File: config.mk
export PLATFORM = sky130hd
export DESIGN_NAME = shift_mult_sequencer_flat
export DESIGN_NICKNAME = d
export VERILOG_FILES = /design/src/rtl/shift_mult_pkg.sv /design/src/rtl/shift_mult_sequencer_if.sv /design/src/rtl/shift_mult_sequencer_step_counter.sv /design/src/rtl/shift_mult_sequencer.sv /design/src/flat_wrapper.sv
export SDC_FILE = /design/constraint.sdc
export NUM_CORES = 1
export LEC_CHECK = 0
export ABC_AREA = 1
export CORE_MARGIN = 1
export CORE_UTILIZATION = 30
export DETAILED_ROUTE_END_ITERATION = 8
export GPL_TIMING_DRIVEN = 0
export HOLD_SLACK_MARGIN = 0.08
export PLACE_DENSITY = 0.57
export SETUP_SLACK_MARGIN = 0.4
export SLEW_MARGIN = 20
export SYNTH_ARGS = -nofsm -noshare
export SYNTH_HDL_FRONTEND = slang
export SYNTH_HIERARCHICAL = 1
export SYNTH_SLANG_ARGS = --single-unit
File: constraint.sdc
create_clock -name clk -period 2.4 [get_ports clk]
set_clock_uncertainty 0.05 [all_clocks]
set_input_delay 0.48 -clock clk [delete_from_list [all_inputs] [get_ports clk]]
set_output_delay 0.48 -clock clk [all_outputs]
set_load 0.005 [all_outputs]
File: src/rtl/shift_mult_pkg.sv
// Shared types and helpers for the shift-and-add multiplier sequencer.
package shift_mult_pkg;

    typedef enum logic [1:0] {IDLE, LOAD, RUN, DONE} seq_state_t;

    // Step-counter width for a given word length; never narrower than one bit.
    function automatic int cnt_width(input int word_length);
        return (word_length <= 2) ? 1 : $clog2(word_length);
    endfunction

endpackage

File: src/rtl/shift_mult_sequencer_if.sv
// Control bundle between the sequencer and the multiplier datapath.
// master = datapath side (supplies status, consumes enables),
// slave  = sequencer side.
interface shift_mult_sequencer_if #(
    parameter int CNT_W = 3
);
    logic             start;
    logic             multiplier_lsb;
    logic             multiplier_zero;
    logic             load_en;
    logic             shift_en;
    logic             acc_en;
    logic             busy;
    logic             done;
    logic [CNT_W-1:0] step_count;

    modport master (
        output start, multiplier_lsb, multiplier_zero,
        input  load_en, shift_en, acc_en, busy, done, step_count
    );

    modport slave (
        input  start, multiplier_lsb, multiplier_zero,
        output load_en, shift_en, acc_en, busy, done, step_count
    );
endinterface

File: src/rtl/shift_mult_sequencer_step_counter.sv
// Sync-clear, enable-gated up-counter that tracks the current RUN step.
module step_counter
    import shift_mult_pkg::*;
#(
    parameter int Word_Length = 8,
    parameter int CNT_W       = cnt_width(Word_Length)
) (
    input  logic             clk,
    input  logic             reset,
    input  logic             clr,
    input  logic             en,
    output logic [CNT_W-1:0] count,
    output logic             term_cnt
);

    localparam logic [CNT_W-1:0] LAST_STEP = CNT_W'(Word_Length - 1);

    logic [CNT_W-1:0] count_reg;

    // Clear has priority over counting so the last step never wraps.
    always_ff @(posedge clk) begin
        if (reset || clr) begin
            count_reg <= '0;
        end else if (en) begin
            count_reg <= count_reg + CNT_W'(1);
        end
    end

    assign count    = count_reg;
    assign term_cnt = (count_reg == LAST_STEP);

endmodule

File: src/rtl/shift_mult_sequencer.sv
// Control FSM for a shift-and-add multiplier: load, Word_Length shift/accumulate
// steps (or fewer with early exit on a zero multiplier), then a done pulse.
module shift_mult_sequencer
    import shift_mult_pkg::*;
#(
    parameter int Word_Length = 8,
    parameter bit EARLY_EXIT  = 1'b0
) (
    input  logic                   clk,
    input  logic                   reset,
    shift_mult_sequencer_if.slave  bus
);

    localparam int CNT_W = cnt_width(Word_Length);

    seq_state_t       state_reg;
    logic             load_reg;
    logic             run_reg;
    logic             busy_reg;
    logic             done_reg;

    logic             early_stop;
    logic             run_exit;
    logic             term_cnt;
    logic             cnt_clr;
    logic [CNT_W-1:0] count;

    // A zero multiplier ends RUN without spending a shift on it.
    assign early_stop = EARLY_EXIT && bus.multiplier_zero;
    assign run_exit   = run_reg && (term_cnt || early_stop);

    // Counter sits at zero everywhere except RUN, and is reset on leaving RUN.
    assign cnt_clr    = !run_reg || run_exit;

    step_counter #(
        .Word_Length (Word_Length),
        .CNT_W       (CNT_W)
    ) u_step_counter (
        .clk      (clk),
        .reset    (reset),
        .clr      (cnt_clr),
        .en       (run_reg),
        .count    (count),
        .term_cnt (term_cnt)
    );

    // State register with the state-decoded outputs registered alongside it.
    always_ff @(posedge clk) begin
        if (reset) begin
            state_reg <= IDLE;
            load_reg  <= 1'b0;
            run_reg   <= 1'b0;
            busy_reg  <= 1'b0;
            done_reg  <= 1'b0;
        end else begin
            load_reg <= 1'b0;
            done_reg <= 1'b0;
            case (state_reg)
                IDLE: begin
                    if (bus.start) begin
                        state_reg <= LOAD;
                        load_reg  <= 1'b1;
                        busy_reg  <= 1'b1;
                    end
                end
                LOAD: begin
                    state_reg <= RUN;
                    run_reg   <= 1'b1;
                    busy_reg  <= 1'b1;
                end
                RUN: begin
                    if (run_exit) begin
                        state_reg <= DONE;
                        run_reg   <= 1'b0;
                        busy_reg  <= 1'b0;
                        done_reg  <= 1'b1;
                    end
                end
                DONE: begin
                    state_reg <= IDLE;
                end
                default: begin
                    state_reg <= IDLE;
                    run_reg   <= 1'b0;
                    busy_reg  <= 1'b0;
                end
            endcase
        end
    end

    assign bus.load_en    = load_reg;
    assign bus.shift_en   = run_reg && !early_stop;
    assign bus.acc_en     = run_reg && !early_stop && bus.multiplier_lsb;
    assign bus.busy       = busy_reg;
    assign bus.done       = done_reg;
    assign bus.step_count = count;

endmodule
File: src/flat_wrapper.sv
// flat-port wrapper written by rule: the top's interface ports become plain ports
module shift_mult_sequencer_flat import shift_mult_pkg::*;
#(
    parameter int Word_Length = 8,
    parameter bit EARLY_EXIT  = 1'b0
)
  (clk, reset, bus_start, bus_multiplier_lsb, bus_multiplier_zero, bus_load_en, bus_shift_en, bus_acc_en, bus_busy, bus_done, bus_step_count);
  shift_mult_sequencer_if bus_i ();
  input  logic clk;
  input  logic reset;
  input wire logic [$bits(bus_i.start)-1:0] bus_start;
  input wire logic [$bits(bus_i.multiplier_lsb)-1:0] bus_multiplier_lsb;
  input wire logic [$bits(bus_i.multiplier_zero)-1:0] bus_multiplier_zero;
  output wire logic [$bits(bus_i.load_en)-1:0] bus_load_en;
  output wire logic [$bits(bus_i.shift_en)-1:0] bus_shift_en;
  output wire logic [$bits(bus_i.acc_en)-1:0] bus_acc_en;
  output wire logic [$bits(bus_i.busy)-1:0] bus_busy;
  output wire logic [$bits(bus_i.done)-1:0] bus_done;
  output wire logic [$bits(bus_i.step_count)-1:0] bus_step_count;
  assign bus_i.start = bus_start;
  assign bus_i.multiplier_lsb = bus_multiplier_lsb;
  assign bus_i.multiplier_zero = bus_multiplier_zero;
  assign bus_load_en = bus_i.load_en;
  assign bus_shift_en = bus_i.shift_en;
  assign bus_acc_en = bus_i.acc_en;
  assign bus_busy = bus_i.busy;
  assign bus_done = bus_i.done;
  assign bus_step_count = bus_i.step_count;
  shift_mult_sequencer #(.Word_Length(Word_Length), .EARLY_EXIT(EARLY_EXIT)) u_core (.clk(clk), .reset(reset), .bus(bus_i));
endmodule
==> flow_metrics.py, run 1 <==
metrics = {
    "status": {
        "status": "completed",
    },
    "clock_network": {
        "clkTransAtPathRegs_ns": 0.06,
        "cts_root_buf": "clkbuf_4",
        "post-cts-setup-buffers": 0,
        "cts_tree": "yes",
        "ctsLongestPathBuffers": 2,
        "clk_latency_ns": 0.26,
        "post_cts_resized": 1,
        "cts_buffers": 3,
        "holdBufCountCts": 0,
        "htree_num_levels": 1,
        "cts.sinks": 9,
    },
    "floorplanning": {
        "core_um2": 1510,
        "die_y_um": 42.3,
        "dieArea_um2": 1790,
        "rows": 14,
        "io_pins": 13,
        "start_util_pct": 32.4,
        "die_x_um": 42.3,
    },
    "placed_design": {
        "routabilityCongestion": 0.730,
        "port_buffers": 11,
        "dp.cells": 94,
        "hpwl_um": 622,
        "dp_slack_ns": 0.347,
    },
    "global_route": {
        "grtUsageMet3_pct": 7.76,
        "grt_max_degree": 12,
        "grt_pass1_wl_mm": 1.37,
        "grt_pass1_vias": 341,
        "grtUsageMet1_pct": 12.2,
        "grtUsageTotal_pct": 10.5,
        "overflow": 0,
        "gr-usage-met2_pct": 14.8,
        "grt.busiest_layer": "met2",
        "antenna_found_initial": 0,
    },
    "routing": {
        "drt_drc_violations_left": 0,
        "vias": 415,
        "routed_wl_um": 813,
        "ant_nets": 0,
        "avgViaCountPerCell": 4.23,
        "drt-initial-drc-count": 4,
        "dr.pass1.iters": 4,
        "wl_per_cell_um": 8.30,
    },
    "power_and_ir_drop": {
        "pwr_density_cell_nw_per_um2": 992,
        "power_leakage_nw": 0.306,
        "vdd_drop_max_v": 0.000515,
    },
    "sta": {
        "hold_viol": 0,
        "worstMarginPinSlew_ns": 0.373,
        "totalNegativeSetupSlack_ns": 0,
        "whs_ns": 0.441,
        "period_minus_slack_ns": 1.90,
        "rsz0062_at_grt": "no",
        "setup_slack_ns": 0.497,
        "max_clock_freq_mhz": 526,
        "drv_slew": 0,
        "fin_crit_sh_pct": 79.3,
        "setup_viol": 0,
        "relSlewSlack_pct": 75.1,
    },
    "logic_synthesis": {
        "synth_cell_types": 14,
        "synth_area_leaders": "dfxtp_1 (37%), ha_1 (18%), nand2_1 (13%), inv_1 (10%), nor2_1 (6.9%)",
        "synth_fp_nets": 79,
        "synth_area_per_cell_um2": 7.28,
        "synth-async-reset-ratio_pct": 0,
        "syn_area_um2": 488,
        "synth.most_common_cell": "nand2_1",
        "ys_ff_latch": 9,
        "yosysSeqAreaShare_pct": 36.9,
        "yosys_warnings": 6,
        "yosysTopAreaCell": "dfxtp_1",
        "synth_edf_count": 0,
        "synthTopCellsByCount": "nand2_1 (17), inv_1 (13), dfxtp_1 (9), nor2_1 (9), ha_1 (7)",
        "synth_cells": 67,
        "synth.top_cell.area_share_pct": 36.9,
        "ys.flop_type": "dfxtp_1",
    },
    "min_path": {
        "min-delay-start": "u_core/u_step_counter/count[1]$_SDFFE_PP0P_",
        "holdPathStages": 2,
        "hold_class": "register to register",
        "min_to": "u_core/u_step_counter/count[1]$_SDFFE_PP0P_",
    },
    "setup_path": {
        "crit_required_ns": 1.87,
        "start_kind": "register",
        "crit_family": "buffers and inverters",
        "crit_slowest_cell": "clkdlybuf4s50_1",
        "crit_buf_inv": 1,
        "reg2reg_to": "u_core/u_step_counter/count[0]$_SDFFE_PP0P_",
        "crit_type": "register to primary output",
        "arrival_ns": 1.37,
        "r2r_slack_ns": 1.05,
        "timing.rr.start": "u_core/u_step_counter/count[0]$_SDFFE_PP0P_",
        "path_max_fanout": 11,
        "reg2reg_depth": 7,
        "cp_slowest_stage_delay_ns": 0.57,
        "end_kind": "primary output",
        "cp_cell_sequence": "clkdlybuf4s50_1",
    },
    "finish": {
        "largest_reg_flops": 3,
        "fin_cells": 98,
        "diodes": 0,
        "drive_gt1_share_pct": 12.2,
        "finish.net_count": 95,
        "synthToLayoutAreaGrowth_pct": 31.8,
        "nFillCells": 165,
    },
    "flow_run": {
        "maxCapViolCount": 0,
    },
}
[logic make-up (layout without fill, tap and decap cells)]
kind of cell / Yosys count / count (layout) / share of synthesized area (%)
compound gates: 4 / 4 / 4.87
fa+ha+maj: 7 / 7 / 17.9
buf+inv: 14 / 29 / 10.8
simple gates: 33 / 33 / 29.5
flops: 9 / 9 / 36.9
[per-stage QoR]
step	cell area, µm²	utilization [%]	power, W
finish	643	42.7	0.000638
global route	643	42.7	0.000709
CTS	643	42.7	0.000652
detailed placement	618	41.0	0.000533
global placement	618	41.0	0.000524
floorplan	488	-	0.000433
[tightest hold or removal path: stages (launching register included)]
cell	delay [ns]
dfxtp_1	0.32
nor2_1	0.08
nor2_1	0.05
[worst max-delay path by stage]
stage / to / start / cells past startpoint
after floorplan: u_core/u_step_counter/count[0]$_SDFFE_PP0P_ / u_core/u_step_counter/count[0]$_SDFFE_PP0P_ / 7
after global placement: bus_acc_en / bus_multiplier_lsb / 4
after detailed placement: bus_acc_en / bus_multiplier_lsb / 4
after CTS: bus_shift_en / u_core/bus.shift_en$_SDFFE_PP0P_ / 1
after global routing: bus_shift_en / u_core/bus.shift_en$_SDFFE_PP0P_ / 1
final: bus_shift_en / u_core/bus.shift_en$_SDFFE_PP0P_ / 1
[area by class of cell]
type | instances | area (µm²) | share of cell area (%)
Clock buffer | 4 | 26.3 | 4.09
Inverter | 14 | 52.6 | 8.17
Multi-Input combinational cell | 44 | 255 | 39.7
Sequential cell | 9 | 180 | 28.0
Tap cell | 16 | 20.0 | 3.11
Timing Repair Buffer | 11 | 109 | 16.9
[power breakdown]
part / switching [W] / internal [W] / total, W / leakage [nW]
Sequential: 0.0000463 / 0.000190 / 0.000237 / 0.0738
Clock: 0.0000501 / 0.0000639 / 0.000114 / 0.0150
Combinational: 0.000149 / 0.000138 / 0.000287 / 0.218
Total: 0.000245 / 0.000392 / 0.000638 / 0.306
[metal layers]
metal  routed length, µm  vias up
met2                 361       12
li1                    -      227
met1                 392      176
met4                   0        0
met5                   0        -
met3                  60        0
[cells in the final DEF (no fill, tap or decap)]
cell type / n
o21ai_0: 1
nand2_1: 17
nand3_1: 1
nand3_2: 1
nand2_2: 3
a21oi_1: 2
nand4_1: 1
clkbuf_1: 1
ha_1: 7
inv_1: 13
inv_2: 1
clkdlybuf4s50_1: 10
dfxtp_1: 9
clkbuf_4: 3
nor2_2: 1
a21oi_2: 1
nor2_1: 9
dlygate4sd2_1: 1
(Power assumes the default switching activity.)
==> inputs of run 2 (changes only) <==
Clock period 2.4 ns to 1.85 ns, I/O delays scaled along.
==> run 2 against run 1 <==
Net effect:
- die area is the same
- setup slack gained 0.0040 ns
- flip-flop and latch count is the same
- sequential power grew 21%
- combinational power grew 46%
- critical path depth grew 7
- routed wire length grew 8.1%
- via count grew 2.2%
- global-route usage grew 1.2 points
- sequential share of layout area is essentially flat
==> flow_metrics.py, run 2 (synthesis results as in run 1) <==
metrics = {
    "min_path": {
        "min_to": "u_core/u_step_counter/count[1]$_SDFFE_PP0P_",
        "holdPathStages": 2,
        "min-delay-start": "u_core/u_step_counter/count[1]$_SDFFE_PP0P_",
        "hold_class": "register to register",
    },
    "sta": {
        "hold_viol": 0,
        "relSlewSlack_pct": 86.3,
        "max_clock_freq_mhz": 742,
        "rsz0062_at_grt": "no",
        "period_minus_slack_ns": 1.35,
        "drv_slew": 0,
        "setup_viol": 0,
        "totalNegativeSetupSlack_ns": 0,
        "worstMarginPinSlew_ns": 0.205,
        "fin_crit_sh_pct": 72.9,
    },
    "routing": {
        "routed_wl_um": 879,
        "wl_per_cell_um": 8.70,
        "vias": 424,
        "dr.pass1.iters": 3,
        "avgViaCountPerCell": 4.20,
        "drt_drc_violations_left": 0,
        "ant_nets": 0,
        "drt-initial-drc-count": 7,
    },
    "setup_path": {
        "reg2reg_depth": 8,
        "path_max_fanout": 3,
        "reg2reg_to": "u_core/u_step_counter/count[0]$_SDFFE_PP0P_",
        "end_kind": "register",
        "crit_type": "register to register",
        "r2r_slack_ns": 0.50,
        "timing.rr.start": "u_core/u_step_counter/count[0]$_SDFFE_PP0P_",
        "arrival_ns": 1.49,
        "crit_required_ns": 1.99,
        "start_kind": "register",
    },
    "power_and_ir_drop": {
        "p_int_w": 0.000522,
        "power_leakage_nw": 0.356,
        "seqPwrFrac_pct": 33.6,
        "vdd_drop_max_v": 0.000593,
        "pwr_density_cell_nw_per_um2": 1270,
        "p_clk_share_pct": 17.4,
        "switching_share_pct": 38.8,
        "comb_power_share_pct": 49.0,
        "power_w": 0.000854,
        "p_sw_w": 0.000332,
    },
    "clock_network": {
        "ctsLongestPathBuffers": 2,
        "cts_tree": "yes",
        "cts_buffers": 3,
        "cts_root_buf": "clkbuf_4",
        "htree_num_levels": 1,
        "clkTransAtPathRegs_ns": 0.06,
        "cts.sinks": 9,
        "clk_latency_ns": 0.26,
        "holdBufCountCts": 0,
    },
    "floorplanning": {
        "die_y_um": 42.3,
        "die_x_um": 42.3,
        "core_um2": 1510,
        "start_util_pct": 32.4,
        "rows": 14,
        "dieArea_um2": 1790,
        "io_pins": 13,
    },
    "finish": {
        "diodes": 0,
        "finish.net_count": 98,
        "layout_common_cells": "nand2_1 (16), inv_1 (13), nor2_1 (8)",
        "nFillCells": 168,
        "synthToLayoutAreaGrowth_pct": 37.4,
        "layout_commonest_cell": "nand2_1",
        "fin_area_um2": 671,
        "drive_gt1_share_pct": 24.7,
        "largest_reg_flops": 3,
        "fin_util_pct": 44.5,
    },
    "global_route": {
        "overflow": 0,
        "grt_max_degree": 10,
        "antenna_found_initial": 0,
        "grt_pass1_vias": 385,
        "grt_pass1_wl_mm": 1.55,
        "grtUsageTotal_pct": 11.8,
    },
    "placed_design": {
        "port_buffers": 11,
        "placed_area_um2": 618,
        "hpwl_um": 622,
        "routabilityCongestion": 0.730,
    },
    "status": {
        "status": "completed",
    },
    "flow_run": {
        "maxCapViolCount": 0,
    },
}
## run 2: cell types whose count changed in the layout (fill, tap and decap cells not counted), moves of 3 or more
| cell | previous run | this run |
|---|---|---|
| buf_4 | 0 | 3 |
| clkdlybuf4s50_1 | 10 | 2 |
| dfxtp_1 | 9 | 5 |
| dfxtp_2 | 0 | 3 |
| dlygate4sd2_1 | 1 | 7 |
## run 2: cell type report
type / count / area (µm²) / area share, %
inverter: 14 / 52.6 / 7.84
clock buffer: 4 / 26.3 / 3.92
multi-input combinational: 44 / 263 / 39.2
tap: 16 / 20.0 / 2.99
timing repair buffer: 14 / 121 / 18.1
sequential: 9 / 188 / 28.0
## run 2: worst max-delay path by stage
stage | from | endpoint | slack [ns] | cells past startpoint
floorplan | u_core/u_step_counter/count[0]$_SDFFE_PP0P_ | u_core/u_step_counter/count[0]$_SDFFE_PP0P_ | 0.62 | 7
global placement | bus_multiplier_lsb | bus_acc_en | 0.02 | 4
detailed placement | bus_multiplier_lsb | bus_acc_en | 0.02 | 4
CTS | bus_multiplier_lsb | bus_acc_en | 0.33 | 4
global route | u_core/u_step_counter/count[0]$_SDFFE_PP0P_ | u_core/u_step_counter/count[0]$_SDFFE_PP0P_ | 0.41 | 8
finish | u_core/u_step_counter/count[0]$_SDFFE_PP0P_ | u_core/u_step_counter/count[0]$_SDFFE_PP0P_ | 0.50 | 8
## run 2: per-stage QoR
step / std cells / hold slack, ns / worst slack, ns
floorplan: 67 / 0.382 / 0.621
global placement: 94 / 0.436 / 0.0173
detailed placement: 94 / 0.433 / 0.0172
CTS: 101 / 0.431 / 0.328
global route: 101 / 0.444 / 0.409
finish: 101 / 0.430 / 0.501
## run 2: per-layer routing
metal  vias to the layer above  GRT usage (%)  wire (µm)
met5                         -              0          0
met2                        12           17.5        423
met1                       179           13.6        391
met3                         0           7.76         64
met4                         0           3.75          0
li1                        233              -          -
## run 2: what timing repair did
item,4_1_cts,5_1_grt
cloned,0,0
resized for setup,14,5
pin swaps,0,2
setup buffers,3,0
endpoints found under the setup margin,8,6
## run 2: critical path, stage by stage, from the launching register on
cell,delay (ns)
dfxtp_2,0.31
buf_4,0.13
ha_1,0.19
ha_2,0.18
inv_1,0.05
nand2_1,0.06
nor2_2,0.13
inv_1,0.07
nor2_2,0.10
## run 2: power by group through the flow
stage / registers (W) / logic (W) / clock network, W
floorplan: 0.000304 / 0.000258 / 0
global placement: 0.000310 / 0.000370 / 0
detailed placement: 0.000313 / 0.000378 / 0
CTS: 0.000287 / 0.000417 / 0.000160
global route: 0.000296 / 0.000487 / 0.000170
finish: 0.000287 / 0.000418 / 0.000148
==> inputs of run 3 (changes only) <==
Clock period 1.85 ns to 1.4 ns, I/O delays scaled along.
==> run 3 against run 2 <==
Net effect:
- final area is 18% higher
- worst hold slack better by 0.018 ns
- sequential power is 37% higher
- critical path depth stayed put
- via count is 13% higher
- sequential share of layout area is 3.5 points lower
- critical path type unchanged
==> flow_metrics.py, run 3 (synthesis results as in run 1) <==
metrics = {
    "status": {
        "status": "completed",
    },
    "power_and_ir_drop": {
        "seqPwrFrac_pct": 29.9,
        "p_clk_share_pct": 14.7,
        "p_int_w": 0.000810,
        "comb_power_share_pct": 55.4,
        "vdd_drop_max_v": 0.000924,
        "power_leakage_nw": 0.393,
        "pwr_density_cell_nw_per_um2": 1660,
        "switching_share_pct": 38.2,
        "p_sw_w": 0.000500,
    },
    "setup_path": {
        "cp_slowest_stage_delay_ns": 0.34,
        "crit_type": "register to register",
        "crit_family": "flip-flops",
        "timing.rr.start": "u_core/u_step_counter/count[0]$_SDFFE_PP0P_",
        "reg2reg_depth": 8,
        "crit_buf_inv": 1,
        "cp_cell_sequence": "buf_6, ha_4, ha_4, nand2_4, nand2_4, nand2_2, nand2_1, a21oi_2",
        "r2r_slack_ns": 0.14,
        "arrival_ns": 1.39,
        "crit_required_ns": 1.54,
        "reg2reg_to": "u_core/state_reg[1]$_SDFFE_PP0P_",
        "start_kind": "register",
        "path_max_fanout": 4,
        "end_kind": "register",
        "crit_slowest_cell": "dfxtp_4",
    },
    "min_path": {
        "hold_class": "register to register",
        "holdPathStages": 4,
        "min-delay-start": "u_core/bus.busy$_SDFFE_PP0P_",
        "min_to": "u_core/bus.busy$_SDFFE_PP0P_",
    },
    "floorplanning": {
        "die_y_um": 42.3,
        "start_util_pct": 32.4,
        "io_pins": 13,
        "die_x_um": 42.3,
        "rows": 14,
        "dieArea_um2": 1790,
        "core_um2": 1510,
    },
    "clock_network": {
        "clk_latency_ns": 0.26,
        "cts_root_buf": "clkbuf_4",
        "htree_num_levels": 1,
        "clkTransAtPathRegs_ns": 0.06,
        "cts_buffers": 3,
        "cts.sinks": 9,
        "cts_tree": "yes",
        "ctsLongestPathBuffers": 2,
    },
    "placed_design": {
        "port_buffers": 11,
        "routabilityCongestion": 0.836,
        "dp.cells": 94,
        "hpwl_um": 619,
        "dp_slack_ns": -0.256,
    },
    "finish": {
        "drive_gt1_share_pct": 50.0,
        "largest_reg_flops": 3,
        "fin_cells": 108,
        "layout_common_cells": "nand2_1 (14), inv_1 (10), nor2_1 (8)",
        "diodes": 0,
        "layout_commonest_cell": "nand2_1",
        "synthToLayoutAreaGrowth_pct": 62.1,
        "finish.net_count": 105,
    },
    "global_route": {
        "grt_pass1_wl_mm": 1.64,
        "grt_pass1_vias": 418,
        "grtUsageTotal_pct": 12.6,
        "overflow": 0,
        "antenna_found_initial": 0,
        "grt_max_degree": 10,
    },
    "sta": {
        "setup_slack_ns": 0.145,
        "worstMarginPinSlew_ns": 0.239,
        "period_minus_slack_ns": 1.26,
        "max_clock_freq_mhz": 797,
        "fin_crit_sh_pct": 89.6,
        "drv_slew": 0,
        "rsz0062_at_grt": "yes",
        "setup_viol": 0,
        "totalNegativeSetupSlack_ns": 0,
        "relSlewSlack_pct": 84.0,
        "hold_viol": 0,
    },
    "routing": {
        "routed_wl_um": 961,
        "drt_drc_violations_left": 0,
        "avgViaCountPerCell": 4.42,
        "drt-initial-drc-count": 5,
        "dr.pass1.iters": 4,
        "ant_nets": 0,
        "wl_per_cell_um": 8.90,
        "vias": 477,
    },
    "flow_run": {
        "maxCapViolCount": 0,
    },
}
## run 3: stage by stage
stage          utilization [%]  hold WS (ns)  area [µm²]  power, W
2_1_floorplan                -         0.292         518  0.000751
3_3_place_gp              43.0         0.443         648  0.000916
3_5_place_dp              43.0         0.455         648  0.000923
4_1_cts                   49.0         0.464         738   0.00125
5_1_grt                   52.5         0.467         791   0.00145
6_report                  52.5         0.448         791   0.00131
## run 3: worst max path at each step
| stage | start | to | slack [ns] | cells past startpoint |
|---|---|---|---|---|
| after global routing | u_core/u_step_counter/count[0]$_SDFFE_PP0P_ | u_core/state_reg[1]$_SDFFE_PP0P_ | 0.1 | 8 |
| after CTS | u_core/u_step_counter/count[0]$_SDFFE_PP0P_ | u_core/state_reg[1]$_SDFFE_PP0P_ | 0.12 | 8 |
| final | u_core/u_step_counter/count[0]$_SDFFE_PP0P_ | u_core/state_reg[1]$_SDFFE_PP0P_ | 0.14 | 8 |
| after global placement | bus_multiplier_lsb | bus_acc_en | -0.25 | 4 |
| after detailed placement | bus_multiplier_lsb | bus_acc_en | -0.26 | 4 |
| after floorplan | u_core/u_step_counter/count[0]$_SDFFE_PP0P_ | u_core/state_reg[1]$_SDFFE_PP0P_ | 0.28 | 7 |
## run 3: repair_timing
action	4_1_cts	5_1_grt
buffers inserted	8	2
pin swaps	5	9
hold buffers	0	0
gates resized for setup	46	12
endpoints found under the setup margin	16	17
## run 3: power groups by stage
stage               clock network, W  logic [W]  registers, W
finish                      0.000193   0.000726      0.000392
detailed placement                 0   0.000505      0.000418
CTS                         0.000203   0.000662      0.000383
floorplan                          0   0.000345      0.000406
global route                0.000222   0.000828      0.000401
global placement                   0   0.000500      0.000416
## run 3: area by class of cell
type | instances | area [µm²]
Fill cell | 153 | 716
Multi-Input combinational cell | 44 | 317
Sequential cell | 9 | 194
Timing Repair Buffer | 21 | 181
Inverter | 14 | 52.6
Clock buffer | 4 | 26.3
Tap cell | 16 | 20.0
## run 3: tightest hold or removal path, cell delays in order (launching register included)
cell and delay (ns):
dfxtp_2 0.31, inv_1 0.04, nand2_1 0.04, inv_1 0.04, nor2_1 0.03
## run 3: layer usage
| metal | global-route usage, % | vias to the layer above | routed length (µm) |
|---|---|---|---|
| li1 | - | 255 | - |
| met1 | 15.4 | 210 | 456 |
| met2 | 18.2 | 12 | 446 |
| met3 | 6.47 | 0 | 59 |
| met4 | 5.63 | 0 | 0 |
| met5 | 0 | - | 0 |
